**config.mk**
```make
export PLATFORM = sky130hd
export DESIGN_NAME = pipe_skid_stage
export DESIGN_NICKNAME = d
export VERILOG_FILES = /design/src/rtl/pipe_skid_stage.sv
export SDC_FILE = /design/constraint.sdc
export NUM_CORES = 1
export LEC_CHECK = 0
export CAP_MARGIN = 40
export CORE_MARGIN = 3
export CORE_UTILIZATION = 50
export CTS_CLUSTER_SIZE = 16
export DETAILED_ROUTE_END_ITERATION = 8
export PLACE_DENSITY = 0.9
export RECOVER_POWER = 25
export SKIP_LAST_GASP = 1
export SYNTH_ARGS = -nofsm -noshare
export SYNTH_HDL_FRONTEND = slang
export SYNTH_SLANG_ARGS = --single-unit
```
**constraint.sdc**
```tcl
create_clock -name clk -period 2.5 [get_ports clk]
set_clock_uncertainty 0.2 [all_clocks]
set_input_delay 0.5 -clock clk [delete_from_list [all_inputs] [get_ports clk]]
set_output_delay 0.5 -clock clk [all_outputs]
set_load 0.01 [all_outputs]
```
**src/rtl/pipe_skid_stage.sv**
```systemverilog
// Pipeline stage register with a valid/ready handshake and an optional 2-entry skid buffer.
// The stage can be placed between any two core stages.
//
// Parameters
//   DATA_W   : datapath payload width. The payload is zero while the stage is empty.
//   CTRL_W   : control payload width.
//   CTRL_NOP : control value presented while the stage is empty (the bubble encoding).
//   SKID     : 1 = main register plus skid register, in_ready comes from a register.
//              0 = single register, in_ready is combinational from out_ready.
//   STAT_W   : width of the saturating stall counter.
//
// Ports
//   clk, rst             : clock and synchronous active-high reset.
//   flush                : kills all held entries and any beat accepted in the same cycle.
//   in_valid / in_ready  : upstream handshake.
//   in_data / in_ctrl    : upstream payload.
//   out_valid / out_ready: downstream handshake.
//   out_data / out_ctrl  : presented payload (0 / CTRL_NOP when out_valid=0).
//   occupancy            : number of held entries (0..2).
//   stall_cnt            : cycles with out_valid=1 and out_ready=0, saturating.
module pipe_skid_stage #(
  parameter int unsigned        DATA_W   = 64,
  parameter int unsigned        CTRL_W   = 8,
  parameter logic [CTRL_W-1:0]  CTRL_NOP = '0,
  parameter int unsigned        SKID     = 1,
  parameter int unsigned        STAT_W   = 16
) (
  input  logic              clk,
  input  logic              rst,
  input  logic              flush,
  input  logic              in_valid,
  output logic              in_ready,
  input  logic [DATA_W-1:0] in_data,
  input  logic [CTRL_W-1:0] in_ctrl,
  output logic              out_valid,
  input  logic              out_ready,
  output logic [DATA_W-1:0] out_data,
  output logic [CTRL_W-1:0] out_ctrl,
  output logic [1:0]        occupancy,
  output logic [STAT_W-1:0] stall_cnt
);

  typedef enum logic [1:0] {StEmpty, StOne, StFull} state_e;

  state_e            state_q, state_d;
  logic [DATA_W-1:0] m_data_q, m_data_d, s_data_q, s_data_d;
  logic [CTRL_W-1:0] m_ctrl_q, m_ctrl_d, s_ctrl_q, s_ctrl_d;
  logic [STAT_W-1:0] stall_q, stall_d;
  logic              accept, retire;

  assign out_valid = (state_q != StEmpty);

  // With the skid register in_ready depends only on state, so back-pressure is not a
  // combinational path between stages. Without it, a retiring beat frees the slot in-cycle.
  if (SKID != 0) begin : g_skid_ready
    assign in_ready = (state_q != StFull);
  end else begin : g_comb_ready
    assign in_ready = (state_q == StEmpty) | out_ready;
  end

  assign accept = in_valid & in_ready;
  assign retire = out_valid & out_ready;

  always_comb begin
    state_d  = state_q;
    m_data_d = m_data_q;
    m_ctrl_d = m_ctrl_q;
    s_data_d = s_data_q;
    s_ctrl_d = s_ctrl_q;

    unique case (state_q)
      StEmpty: begin
        if (accept) begin
          state_d  = StOne;
          m_data_d = in_data;
          m_ctrl_d = in_ctrl;
        end
      end
      StOne: begin
        if (accept && retire) begin
          m_data_d = in_data;
          m_ctrl_d = in_ctrl;
        end else if (retire) begin
          state_d  = StEmpty;
          m_data_d = '0;
          m_ctrl_d = CTRL_NOP;
        end else if (accept && (SKID != 0)) begin
          // Downstream is stalled: park the new beat behind M to keep FIFO order.
          state_d  = StFull;
          s_data_d = in_data;
          s_ctrl_d = in_ctrl;
        end
      end
      StFull: begin
        if (retire) begin
          state_d  = StOne;
          m_data_d = s_data_q;
          m_ctrl_d = s_ctrl_q;
          s_data_d = '0;
          s_ctrl_d = CTRL_NOP;
        end
      end
      default: begin
        state_d  = StEmpty;
        m_data_d = '0;
        m_ctrl_d = CTRL_NOP;
        s_data_d = '0;
        s_ctrl_d = CTRL_NOP;
      end
    endcase

    // Flush wins over the handshake: everything held or accepted this cycle becomes a bubble.
    if (flush) begin
      state_d  = StEmpty;
      m_data_d = '0;
      m_ctrl_d = CTRL_NOP;
      s_data_d = '0;
      s_ctrl_d = CTRL_NOP;
    end
  end

  always_comb begin
    stall_d = stall_q;
    if (out_valid && !out_ready && (stall_q != {STAT_W{1'b1}})) begin
      stall_d = stall_q + STAT_W'(1);
    end
  end

  always_comb begin
    occupancy = 2'd0;
    unique case (state_q)
      StEmpty: occupancy = 2'd0;
      StOne:   occupancy = 2'd1;
      StFull:  occupancy = 2'd2;
      default: occupancy = 2'd0;
    endcase
  end

  always_ff @(posedge clk) begin
    if (rst) begin
      state_q  <= StEmpty;
      m_data_q <= '0;
      m_ctrl_q <= CTRL_NOP;
      s_data_q <= '0;
      s_ctrl_q <= CTRL_NOP;
      stall_q  <= '0;
    end else begin
      state_q  <= state_d;
      m_data_q <= m_data_d;
      m_ctrl_q <= m_ctrl_d;
      s_data_q <= s_data_d;
      s_ctrl_q <= s_ctrl_d;
      stall_q  <= stall_d;
    end
  end

  // M is cleared on every transition to empty, so the outputs are a bubble without gating.
  assign out_data  = m_data_q;
  assign out_ctrl  = m_ctrl_q;
  assign stall_cnt = stall_q;

endmodule

```
Word level (Yosys, flattened, before mapping)
Cells that the tools add are included.
{ "totals": {"ff_bits": 162, "latch_bits": 0, "ram_bits": 0, "mem_bits_ro": 0, "input_bits": 77, "output_inout_bits": 92, "word_cells": 54, "n_memories": 0} }
{ "op_classes": {"n_addsub": 1, "mul": 0, "div_mod_pow": 0, "n_lt_le_gt_ge": 0, "eq_ne": 11, "shifts": 0, "n_mux": 23, "bitwise_logic": 3, "reduce_logical": 10} }
{ "op_table": {"columns": ["cell", "count"], "rows": [
  ["2-to-1 mux 64 bit", 6],
  ["one-hot mux 64 bit (3 select lines)", 2],
  ["2-to-1 mux 8 bit", 6],
  ["one-hot mux 8 bit (3 select lines)", 2],
  ["adder 16 x 1 -> 16 bit, second input constant", 1],
  ["!= test 16 bit, second input constant", 1],
  ["!= test 2 bit, second input constant", 6],
  ["2-to-1 mux 2 bit", 5],
  ["!= test 3 bit, second input constant", 2],
  ["one-hot mux 2 bit (3 select lines)", 1],
  ["AND reduction 5 bit", 1],
  ["one-hot mux 2 bit (2 select lines)", 1],
  ["AND reduction 4 bit", 1],
  ["logical AND 1 bit", 3],
  ["AND reduction 3 bit", 1],
  ["AND 1 bit", 2],
  ["== test 2 x 1 -> 1 bit, second input constant", 1],
  ["== test 2 bit, second input constant", 1],
  ["zero test 2 bit", 1],
  ["nonzero test 2 bit", 1],
  ["OR reduction 2 bit", 1],
  ["zero test 1 bit", 1],
  ["inverter 1 bit", 1]
]} }

Depth between registers and ports, before layout
Gate-level depths: netlist of run 1.
{ "logic_depth": {"depth_word": 6, "mapped_depth": 7, "ltp_nobuf": 5} }

Least setup slack after synthesis of run 1
Ideal clock, no wire load.
{ "synth_timing": {"path_type": "input -> register", "from": "input port out_ready", "to": "register stall_q[14], in the netlist stall_cnt[14]", "setup_ps": 70, "arrival_time_ps": 1862, "required_ps": 2230, "slack_ps": 368, "cell_stages": 5, "path_buffers": 1, "cell_sequence": "buf_4 o21ba_2 o2111ai_1 or4_2 a21oi_1"} }
{ "synth_via": {"elab_chain_len": 3} }
{ "synth_lines": {"columns": ["element", "line_no", "rtl"], "rows": [
  ["from (decl)", "36", "input logic out_ready,"],
  ["zero test 1 bit", "124", "if (out_valid && !out_ready && (stall_q != {STAT_W{1'b1}})) begin"],
  ["logical AND 1 bit (2 in a row)", "124", null],
  ["to (signal assigned)", "153", "stall_q <= stall_d;"],
  ["to (decl)", "48", "logic [STAT_W-1:0] stall_q, stall_d;"]
]} }
No other way between the ends.
A chain may end at the register's enable or synchronous reset.

Final worst setup path of run 1
{ "layout_timing": {"from": "register state_q[1]", "to": "output port occupancy[1]"} }
{ "layout_via": {"elab_chain_len": 2, "word_cells_on_any_way": 3, "cone_classes": "eq/ne (2); mux (1)"} }
{ "layout_lines": {"columns": ["element", "line_no", "rtl"], "rows": [
  ["from (decl)", "45", "state_e state_q, state_d;"],
  ["from (signal assigned)", "141", "state_q <= StEmpty;"],
  ["from (signal assigned)", "148", "state_q <= state_d;"],
  ["== test 2 bit / == test 2 x 1 -> 1 bit (equally long branches)", "131", "unique case (state_q)"],
  ["one-hot mux 2 bit (2 select lines) *", "131", null],
  ["to (decl)", "39", "output logic [1:0] occupancy,"]
]} }
Every way passes the cells marked *; elsewhere a longest branch is shown, timed or not.

==> results of run 1 <==
-- placed cells by master, fill, tap and decap left out, drive strengths merged, types with 29 or more instances in the layout --
master / synthesis / final
dfxtp: 162 / 162
clkdlybuf4s50: 0 / 139
nor2: 119 / 119
and2: 104 / 104
mux2i: 76 / 76
a21oi: 42 / 42
a222oi: 40 / 40
nand2: 40 / 40
o21ai: 38 / 38
nor3b: 33 / 33
dlygate4sd3: 0 / 29
-- registers in the layout, summed over array words and instances (netlist names) --
register   count
stall_cnt     16
s_ctrl_q       8
out_data      64
out_ctrl       8
state_q        2
s_data_q      64
-- layer usage --
metal	global-route usage, %	share of wire [%]	vias up
li1	-	-	3076
met1	28.9	41	3101
met2	41.4	50	222
met3	8.32	7.7	24
met4	7.80	1.5	0
met5	0	0	-
-- how the worst max path moves through the flow --
| stage | start | end | slack [ps] | cells after the start |
|---|---|---|---|---|
| floorplan | out_ready | stall_cnt[14] | 370 | 5 |
| global placement | out_ready | stall_cnt[15] | -90 | 5 |
| detailed placement | out_ready | stall_cnt[15] | -110 | 5 |
| CTS | state_q[1] | occupancy[1] | -30 | 2 |
| global route | state_q[1] | occupancy[1] | 20 | 2 |
| finish | state_q[1] | occupancy[1] | 90 | 2 |
-- worst register-to-register path, stage by stage (launching register included) --
cell and delay [ps]:
dfxtp_1 450, nand4_1 210, or4_4 570, or4_1 510, a21oi_1 140
-- layout make-up --
type | count | area, µm² | area share [%]
well taps | 176 | 220 | 2.28
multi-input cells | 557 | 3570 | 37.1
clock buffers | 19 | 443 | 4.59
inverters | 3 | 11.3 | 0.117
clock inverters | 13 | 150 | 1.56
repair buffers | 200 | 2000 | 20.7
flip-flops and latches | 162 | 3250 | 33.7
-- power groups by stage --
stage / Clock [mW] / Sequential [mW] / Combinational, mW
floorplan: 0 / 2.72 / 0.299
global placement: 0 / 2.71 / 0.640
detailed placement: 0 / 2.71 / 0.652
CTS: 2.66 / 2.66 / 0.658
global route: 2.76 / 2.66 / 0.698
finish: 2.63 / 2.65 / 0.643
-- repair_timing --
| action | in CTS | in global routing |
|---|---|---|
| hold buffers | 0 | 0 |
| resized for setup | 2 | 1 |
| setup endpoints to repair | 3 | 2 |
-- logic make-up (layout without fill, tap and decap cells) --
group | count (synthesis) | count (layout)
compound gates | 135 | 135
simple gates | 341 | 341
buf+inv | 70 | 235
fa+ha+maj | 1 | 1
mux | 79 | 79
xor+xnor | 1 | 1
flops | 162 | 162
-- per-stage QoR --
step                util (%)  std cells  TNS (ps)  power [mW]  cell area [µm²]
CTS                     71.6       1130     -25.9        5.98             9670
detailed placement      67.1       1098      -506        3.36             9070
finish                  71.4       1130         0        5.93             9640
floorplan                  -        789         0        3.02             7050
global route            71.4       1130         0        6.12             9640
global placement        67.1       1098      -153        3.35             9070
==> run_results.csv, run 1 <==
group,metric,value,unit
power_and_ir_drop,power.density,615,nW/µm²
global_route,grt_max_degree,74,
yosys,synth_compound_area_share,13.1,%
setup_path,rrSetupSlack,360,ps
detailed_routing,drc_errors,0,
floorplan,die_x,125,µm
min_path,hold_depth,2,
finish,fin_nets,1019,
yosys,synth-simple-area-share,25.4,%
finish,fillCellCount,1007,
timing,slew_viol_final,0,
floorplan,die_area,15600,µm²
floorplan,rows,42,
setup_path,path_buf_inv,1,
detailed_routing,first_pass_iters,5,
min_path,hold-path-endpoint,"out_data[39]",
detailed_routing,drtIter0Drc,532,
job,max-cap-violations,0,
yosys,synth_top_family_by_area,"simple AND/OR/NAND/NOR gates",
setup_path,worstPathRequired,1800,ps
timing,tightest_slew,1160,ps
power_and_ir_drop,sequentialPowerShare,44.7,%
yosys,synth_top_area_share,46.0,%
placed_design,dpl.hpwl,12.4,mm
yosys,syn-cell-area,7050,µm²
yosys,async_flop_share,0,%
min_path,hp-start,"out_data[39]",
yosys,synthTopCellsByCount,"162 x dfxtp_1, 119 x nor2_1, 104 x and2_1",
timing,slew_headroom,22.9,%
yosys,synth_ff_type,"dfxtp_1",
yosys,synthAdderAreaFrac,0.177,%
setup_path,crit_type,"reg2out",
power_and_ir_drop,clock_power_share,44.4,%
timing,holdWs,251,ps
detailed_routing,ant_nets,0,
cts,cts_htree_levels,4,
cts,cts_buffer_depth,2,
global_route,grt_use_total,24.4,%
placed_design,place_ws,-107,ps
setup_path,critPathSlowestCell,"clkdlybuf4s50_1",
placed_design,io_buffers,168,
cts,cts_sinks,162,
setup_path,critPathCaptureType,"output port",
timing,period_share,96.3,%
detailed_routing,vias_per_cell,5.68,
cts,cts_tree,"done",
yosys,yosysUniqueCellTypes,43,
setup_path,cp_slowest_stage_delay,610,ps
finish,antenna_cells,0,
setup_path,arrival,1710,ps
setup_path,r2r-start,"stall_cnt[2]",
timing,finalSetupViolations,0,
timing,finalHoldViolations,0,
yosys,synth_xor_xnor_area_share,0.124,%
timing,fmax,415,MHz
yosys,synth_area_leaders,"dfxtp_1 46%, mux2i_1 11%, and2_1 9.2%",
power_and_ir_drop,p_int,4.48,mW
detailed_routing,routed_wl,19.0,mm
yosys,synth-seq-cells,162,
yosys,syn_nets,867,
yosys,syn_inst,789,
yosys,muxShareOfSynthArea,11.3,%
setup_path,crit_chain,"nor2b_4 > clkdlybuf4s50_1",
setup_path,crit_family,"buffers and inverters",
detailed_routing,wire_per_inst,16.8,µm
timing,setup_ws,91.7,ps
cts,cts_made_buffers,17,
global_route,grt_pass1_vias,6263,
yosys,yosys_warnings,0,
power_and_ir_drop,p_sw,1.45,mW
timing,rsz0062_at_grt,"no",
floorplan,fp.dieH,125,µm
power_and_ir_drop,comb_power_share,10.8,%
floorplan,ioPinCount,169,
yosys,synth.largest_area_cell,"dfxtp_1",
cts,post_cts_buffers,0,
setup_path,r2r_cells,4,
placed_design,place.gp.congestion,0.790,
setup_path,critPathLaunchType,"flop",
global_route,grt_pass1_wl,31.5,mm
min_path,hold_path.class,"reg2reg",
power_and_ir_drop,p_sw_share,24.5,%
timing,finalCriticalPeriod,2410,ps
detailed_routing,dr_total_vias,6423,
yosys,syn_avg_cell_area,8.94,µm²
cts,clk_pin_slew,60,ps
setup_path,cp_max_fo,13,
yosys,yosysMostFrequentCell,"dfxtp_1",
yosys,synth-edff-count,0,
power_and_ir_drop,ir_worst_vdd,0.000608,V
floorplan,start_util,52.2,%
cts,clk-insertion-delay-late,430,ps
yosys,ys_seq_area_share,46.0,%
power_and_ir_drop,p_leak,3.47,nW
run_status,status,"finished, final reports clean",
global_route,grt_overflow,0,
cts,cts-root-buf,"clkbuf_16",
setup_path,reg2reg_to,"stall_cnt[15]",
finish,area_growth_syn_to_layout,36.7,%
finish,drive_gt1_share,8.18,%
floorplan,fp.coreArea,13500,µm²
global_route,antenna_found_initial,0,
No activity file was read; power rests on OpenSTA's default activity.
==> inputs of run 2 (changes only) <==
--- a/config.mk
+++ b/config.mk
@@ -10,6 +10,7 @@
 export CORE_UTILIZATION = 50
 export CTS_CLUSTER_SIZE = 16
 export DETAILED_ROUTE_END_ITERATION = 8
+export GPL_TIMING_DRIVEN = 0
 export PLACE_DENSITY = 0.9
 export RECOVER_POWER = 25
 export SKIP_LAST_GASP = 1
==> run_results.csv, run 2 (synthesis results as in run 1) <==
group,metric,value,unit
run_status,status,"finished, final reports clean",
timing,finalHoldViolations,0,
setup_path,critPathLaunchType,"flop",
power_and_ir_drop,p_leak,3.57,nW
timing,tns,0,ps
floorplan,start_util,52.2,%
cts,cts_made_buffers,17,
timing,tightest_slew,815,ps
min_path,hold_depth,2,
floorplan,ioPinCount,169,
placed_design,place.gp.congestion,0.864,
cts,cts_tree,"done",
setup_path,arrival,1710,ps
finish,fin_nets,1053,
placed_design,io_buffers,168,
global_route,grt_pass1_vias,6344,
detailed_routing,vias_per_cell,5.68,
global_route,grt_overflow,0,
cts,clk_pin_slew,60,ps
setup_path,r2r_cells,4,
timing,period_share,96.6,%
global_route,grt_max_degree,17,
timing,rsz0062_at_grt,"no",
cts,cts_sinks,162,
detailed_routing,drtIter0Drc,676,
floorplan,die_x,125,µm
power_and_ir_drop,power.density,628,nW/µm²
detailed_routing,wire_per_inst,17.5,µm
floorplan,rows,42,
finish,antenna_cells,0,
floorplan,die_area,15600,µm²
setup_path,crit_type,"reg2out",
timing,fmax,414,MHz
global_route,antenna_found_initial,0,
detailed_routing,drc_errors,0,
setup_path,worstPathRequired,1800,ps
cts,cts_buffer_depth,2,
power_and_ir_drop,ir_worst_vdd,0.000457,V
setup_path,cp_max_fo,10,
timing,slew_viol_final,0,
detailed_routing,dr_total_vias,6610,
placed_design,dp.cells,1133,
power_and_ir_drop,finalPower,6.05,mW
cts,clk-insertion-delay-late,430,ps
cts,cts_htree_levels,4,
detailed_routing,first_pass_iters,6,
finish,finalNonFillerCells,1164,
finish,multi_input_area,3540,µm²
global_route,grt_use_total,25.9,%
finish,seq_area,3240,µm²
floorplan,fp.coreArea,13500,µm²
finish,area_growth_syn_to_layout,36.6,%
min_path,hold_path.class,"reg2reg",
setup_path,rrSetupSlack,240,ps
setup_path,critPathCaptureType,"output port",
floorplan,fp.dieH,125,µm
finish,mostFrequentLayoutCell,"dfxtp_1",
cts,ctsHoldBuffers,0,
timing,slew_headroom,45.2,%
placed_design,dpl.hpwl,14.1,mm
finish,fillCellCount,1004,
job,max-cap-violations,0,
finish,final_cell_mix,"162 x dfxtp_1, 119 x nor2_1, 106 x clkdlybuf4s50_1",
timing,finalSetupViolations,0,
timing,finalCriticalPeriod,2410,ps
cts,cts-root-buf,"clkbuf_16",
detailed_routing,ant_nets,0,
global_route,grt_pass1_wl,32.6,mm
detailed_routing,routed_wl,20.4,mm
finish,drive_gt1_share,6.48,%
-- run 2: report_power, final --
part | switching, mW | internal, mW
Combinational | 0.328 | 0.311
Sequential | 0.0250 | 2.63
Clock | 1.04 | 1.72
-- run 2: final cells by class --
type	count	area share (%)
multi-input cells	557	36.7
flip-flops and latches	162	33.7
repair buffers	169	17.5
clock buffers	23	4.86
plain buffers	65	3.18
well taps	176	2.29
clock inverters	9	1.60
inverters	3	0.117
-- run 2: what timing repair did --
| item | 4_1_cts | 5_1_grt |
|---|---|---|
| buffers inserted | 1 | 0 |
| gates resized for setup | 21 | 17 |
| setup endpoints to repair | 28 | 124 |
-- run 2: worst paths after layout --
| kind | startpoint | endpoint |
|---|---|---|
| max | state_q[1] | out_valid |
| min | out_data[35] | out_data[35] |
| max reg2reg | stall_cnt[11] | stall_cnt[5] |
| min reg2reg | out_data[35] | out_data[35] |
-- run 2: critical path: stages, from the launching register on --
cell             delay [ps]
dfxtp_1                 290
buf_4                   160
buf_6                   150
buf_6                   150
or2_2                   290
clkdlybuf4s15_2         240
-- run 2: through the flow --
stage	util (%)	setup slack [ps]	hold slack [ps]	area [µm²]
floorplan	-	368	252	7050
global placement	66.3	-446	241	8950
detailed placement	66.3	-510	247	8950
CTS	71.3	-58.3	254	9620
global route	71.3	19.4	267	9630
finish	71.3	85.9	249	9630
-- run 2: layer usage --
metal	vias to the layer above	wire, µm	GRT usage [%]
li1	3146	-	-
met1	3152	8570	31.8
met2	271	9940	43.4
met3	41	1480	7.93
met4	0	427	8.19
met5	-	0	0
